--- config.mk ---
export PLATFORM = sky130hd
export DESIGN_NAME = counter_updown_mod
export DESIGN_NICKNAME = d
export VERILOG_FILES = /design/src/rtl/counter_updown_mod.sv
export SDC_FILE = /design/constraint.sdc
export NUM_CORES = 1
export LEC_CHECK = 0
export ABC_CLOCK_PERIOD_IN_PS = 2100
export BUFFER_PORTS_ARGS = -buffer_cell sky130_fd_sc_hd__buf_4
export CAP_MARGIN = 20
export CORE_MARGIN = 4
export CORE_UTILIZATION = 40
export CTS_BUF_LIST = sky130_fd_sc_hd__clkbuf_8
export DETAILED_ROUTE_END_ITERATION = 7
export PLACE_DENSITY_LB_ADDON = 0.25
export SKIP_LAST_GASP = 1
export SYNTH_ARGS = -nofsm -noshare
export SYNTH_HDL_FRONTEND = slang
export SYNTH_SLANG_ARGS = --single-unit
--- constraint.sdc ---
create_clock -name clk -period 2.1 [get_ports clk]
set_clock_uncertainty 0.1 [all_clocks]
set_input_delay 0.105 -clock clk [delete_from_list [all_inputs] [get_ports clk]]
set_output_delay 0.105 -clock clk [all_outputs]
set_load 0.02 [all_outputs]
--- src/rtl/counter_updown_mod.sv ---
// Parametrised up/down counter with programmable terminal value, synchronous load,
// wrap/saturate boundary mode, terminal-count pulse and sticky overflow flag.
module counter_updown_mod #(
   parameter int unsigned WIDTH    = 4,
   parameter int unsigned SATURATE = 0
) (
   input  logic             clk,
   input  logic             rst,
   input  logic             en,
   input  logic             up,
   input  logic             load,
   input  logic [WIDTH-1:0] d,
   input  logic [WIDTH-1:0] limit,
   input  logic             clr_ovf,
   output logic [WIDTH-1:0] q,
   output logic             tc,
   output logic             ovf
);

   localparam bit SAT_MODE = (SATURATE != 0);

   logic [WIDTH-1:0] q_q, q_d;
   logic             tc_q, tc_d;
   logic             ovf_q, ovf_d;
   logic             boundary;

   // Next-state: boundary detection happens before any +/-1 so nothing overflows WIDTH.
   always_comb begin
      q_d      = q_q;
      tc_d     = 1'b0;
      ovf_d    = ovf_q;
      boundary = 1'b0;

      if (load) begin
         q_d = (d > limit) ? limit : d;
      end else if (en) begin
         if (up) begin
            if (q_q >= limit) begin
               boundary = 1'b1;
               q_d      = SAT_MODE ? limit : '0;
            end else begin
               q_d = q_q + WIDTH'(1);
            end
         end else begin
            if (q_q == '0) begin
               boundary = 1'b1;
               q_d      = SAT_MODE ? '0 : limit;
            end else begin
               q_d = q_q - WIDTH'(1);
            end
         end
      end

      tc_d = boundary;
      // A boundary event in the same cycle as a clear keeps the flag set.
      if (boundary) begin
         ovf_d = 1'b1;
      end else if (clr_ovf) begin
         ovf_d = 1'b0;
      end
   end

   always_ff @(posedge clk) begin
      if (rst) begin
         q_q   <= '0;
         tc_q  <= 1'b0;
         ovf_q <= 1'b0;
      end else begin
         q_q   <= q_d;
         tc_q  <= tc_d;
         ovf_q <= ovf_d;
      end
   end

   assign q   = q_q;
   assign tc  = tc_q;
   assign ovf = ovf_q;

endmodule

Yosys cells after proc, flatten, opt, wreduce, memory -nomap -nowiden:

Cells that the tools add are included.

* logic and storage cells: 23
* output and inout port bits: 6
* register bits: 6
* bits of input ports: 14

* add/subtract/negate cells: 2
* multiplexer cells: 13
* $lt $le $gt $ge: 2
* reduce and logical (&&, ||, !) cells: 3

Operators with widths (count)
* $mux 4: 6
* $mux 1: 7
* $add 4x1->4 const B: 1
* $ge 4x4->1: 1
* $gt 4x4->1: 1
* $logic_not 4->1: 1
* $reduce_bool 2->1: 2
* $sub 4x1->4 const B: 1

Longest topological paths before layout:

* depth after elaboration: 6
* gate-level depth with buffers: 7
* mapped depth without buffers: 7

Worst setup path after synthesis:

Ideal clock, no wire load.

* path kind: register to register
* start point: register q_q[0], in the netlist q[0]
* end point: register q_q[3], in the netlist q[3]
* arrival: 1.763 ns
* data required time: 1.897 ns
* setup time: 0.103 ns
* setup slack: 0.133 ns
* path buffers: 0
* stages on the path, launching flop included: 8
* period minus slack after synthesis: 1.967 ns
* cells stage by stage: dfxtp_1 -> inv_1 -> ha_1 -> nor3_2 -> a211oi_1 -> a2111oi_1 -> a211oi_1 -> a2111oi_2

* word-level cells in the longest chain between the ends: 5
* elaborated cells between the ends (all ways): 9
* those cells by class: add/sub (2); order compare (1); mux (5); reduce/logical (1)

Ends and longest elaborated chain
* start, declared: line 22 `logic [WIDTH-1:0] q_q, q_d;`
* start signal, assigned: line 69 `q_q <= q_d;`
* $sub 4x1->4 (tied with other cells): line 49 `q_d = q_q - WIDTH'(1);`
* $mux 4, on equally long branches: line 45, 38
* $mux 4 *: line 37 `if (up) begin`
* $mux 4 *: line 36 `end else if (en) begin`
* $mux 4 *: line 34 `if (load) begin`

Mark *: on every way between the ends. The rest lies on a longest branch, timed or not. The select of a mux whose other input is x is not followed.
A chain may end at the register's enable or synchronous reset.

Worst setup path after layout:

* start point: register q_q[0], in the netlist q[0]
* end point: register q_q[1], in the netlist q[1]

Same word-level chain as after synthesis.

==> run_results.csv <==
group,metric,value,unit
cells_and_area,final-seq-area,120,µm²
worst_setup_path,crit_path_start,"q[0]",
clocking,clockRootBuffer,"clkbuf_8",
status,status,"finished, final reports clean",
logic_synthesis,syn_inst,79,
drt,post_drt_wl_per_cell,15.3,µm
logic_synthesis,synthTopCellsByArea,"ha_1 21%, dfxtp_1 18%, mux2i_1 7.5%",
cells_and_area,fin_area,892,µm²
global_routing,grt_overflow,0,
power_and_ir_drop,p_leak,0.415,nW
cells_and_area,multi_input_area,500,µm²
logic_synthesis,synth.most_common_cell,"ha_1",
min_path,hold_path.startpoint,"rst",
logic_synthesis,synth_area_leader_cell,"ha_1",
logic_synthesis,ys_async_sr_fraction,0,
placed_design,placed_cell_area,851,µm²
global_routing,antenna_found_initial,0,
worst_setup_path,reg2reg_slack,0.25,ns
drt,vias,694,
die,rows,14,
sta,tns,0,ns
worst_setup_path,critPathSlowestCell,"a2111oi_1",
logic_synthesis,synth_ff_type,"dfxtp_1",
worst_setup_path,crit_chain,"inv_1 > ha_1 > nor3b_1 > o211ai_1 > inv_1 > a221oi_1 > a2111oi_1",
logic_synthesis,yosys_warnings,0,
cells_and_area,nets,131,
min_path,hold_class,"primary input to flip-flop",
sta,rsz0062_at_grt,"no",
logic_synthesis,synth_cell_types,31,
global_routing,grt_max_degree,10,
worst_setup_path,reg2reg_depth,7,
worst_setup_path,critical_path_class,"flip-flop to flip-flop",
worst_setup_path,startpoint_type,"flip-flop",
sta,worst_pin_slew,0.361,ns
global_routing,grt_pass1_vias,684,
die,die_height,48.7,µm
cells_and_area,fillers,147,
power_and_ir_drop,power_density,594,nW/µm²
clocking,cts_buffers,3,
clocking,cts_htree_levels,1,
placed_design,portBuffers,19,
sta,setup_viol,0,
logic_synthesis,syn_nets,104,
min_path,holdPathStages,2,
clocking,cts_hold_buf,0,
logic_synthesis,ys_ff_latch,6,
logic_synthesis,netlist_area,663,µm²
clocking,post_cts_resized,0,
clocking,cts_setup_buffers,0,
power_and_ir_drop,ir_worst_vdd,0.379,mV
global_routing,grt_pass1_wl,3.08,mm
clocking,cts_tree,"done",
cells_and_area,area_growth,34.5,%
worst_setup_path,cp_common_cell,"inv_1",
die,io_pins,20,
clocking,insertion_delay,0.23,ns
worst_setup_path,slowest_delay,0.34,ns
worst_setup_path,worstPathArrival,1.86,ns
placed_design,place_congestion,0.858,
drt,drc_errors,0,
sta,finalCritPeriodShare,0.881,
logic_synthesis,yosysSeqAreaShare,0.181,
job,drv_cap,0,
placed_design,dp_hpwl,1.44,mm
drt,ant_nets,0,
die,die_x,48.7,µm
sta,final.min_clock_period,1.85,ns
logic_synthesis,synth.cells.most_frequent,"11 x ha_1, 10 x inv_1, 6 x dfxtp_1",
worst_setup_path,cp-end-kind,"flip-flop",
sta,slew_headroom,0.758,
clocking,clock_sink_count,6,
sta,final-max-slew-violation-count,0,
worst_setup_path,required,2.11,ns
worst_setup_path,r2r_start,"q[0]",
worst_setup_path,worstReg2RegEnd,"q[1]",
cells_and_area,diodes,0,
die,start_util,0.430,
drt,routed_wl,1.84,mm
logic_synthesis,synth.avg_cell_area,8.39,µm²
drt,via_per_inst,5.78,
clocking,clk_pin_slew,0.04,ns
min_path,whs_endpoint,"q[3]",
cells_and_area,drive_gt1_frac,0.288,
drt,drt_iter0_markers,6,
logic_synthesis,synth_top_area_frac,0.208,
sta,fmax,541,MHz
die,dieArea,2370,µm²
clocking,clock_path_buffers,2,
sta,hold_viol,0,
die,core_area,1540,µm²
worst_setup_path,worst-path-max-fanout,4,
global_routing,grt.total_usage,0.164,
drt,firstDrtPassIters,4,
logic_synthesis,synth-edff-count,0,
[kinds of logic after synthesis]
kind of cell / share of synthesized area
AOI/OAI and AO/OA: 0.234
xor gates and xnor gates: 0.0264
DFF: 0.181
adders and majority gates: 0.208
muxes: 0.0925
and+or+nand+nor: 0.194
buffers and inverters: 0.0641
[registers in the layout, indices dropped and copies added, names as in the netlist]
signal	count
ovf	1
tc	1
q	4
[critical path: cells and delay by family, from the launching register on]
family          cells  cell delay (ns)
buf+inv             2             0.19
compound gates      3             0.62
simple gates        1             0.21
fa+ha+maj           1             0.28
flops               1             0.32
[per-layer routing]
layer / wire [µm] / up-vias / global-route usage
met3: 112 / 5 / 0.0491
met5: 0 / - / 0
li1: - / 349 / -
met1: 800 / 317 / 0.189
met2: 897 / 23 / 0.276
met4: 30 / 0 / 0.0717
[final cells by class]
type,instances,area share
repair buffers,23,0.194
inverters,10,0.0421
flip-flops and latches,6,0.135
well taps,16,0.0224
clock buffers,3,0.0463
multi-input cells,62,0.561
[worst max path at each step]
stage	end	slack, ns	cells past startpoint
finish	q[1]	0.25	7
global route	q[3]	0.11	7
global placement	q[3]	0.29	7
CTS	q[3]	0.29	7
floorplan	q[3]	0.13	7
detailed placement	q[3]	0.29	7
[per-stage QoR]
step	power, W	setup slack, ns	hold WS, ns	cells	util
floorplan	0.000269	0.133	0.0739	79	-
global route	0.000563	0.107	0.00462	120	0.579
finish	0.000530	0.250	0.00515	120	0.579
global placement	0.000348	0.291	0.227	117	0.552
detailed placement	0.000352	0.295	0.229	117	0.552
CTS	0.000526	0.285	0.00229	120	0.579
[placed cells by master, fill, tap and decap left out, drive strengths merged]
cell type  count
a2111oi        3
a211oi         2
a21oi          2
a221oi         1
a22oi          1
buf           23
clkbuf         3
dfxtp          6
ha            11
inv           10
mux2           1
mux2i          5
nand2          3
nand2b         3
nand3          1
nand4          1
nor2           3
nor2b          3
nor3           4
nor3b          2
nor4           1
o211ai         3
o21a           1
o21ai          5
o22ai          2
o311a          1
or2            1
xnor2          2
[where the power goes]
group | switching (W) | leakage [nW] | total, W | internal (W)
clock | 0.0000534 | 0.0216 | 0.000177 | 0.000123
sequential | 0.00000643 | 0.0495 | 0.000131 | 0.000125
combinational | 0.000118 | 0.344 | 0.000222 | 0.000104
total | 0.000178 | 0.415 | 0.000530 | 0.000352
Power figures use the tool's default switching activity.
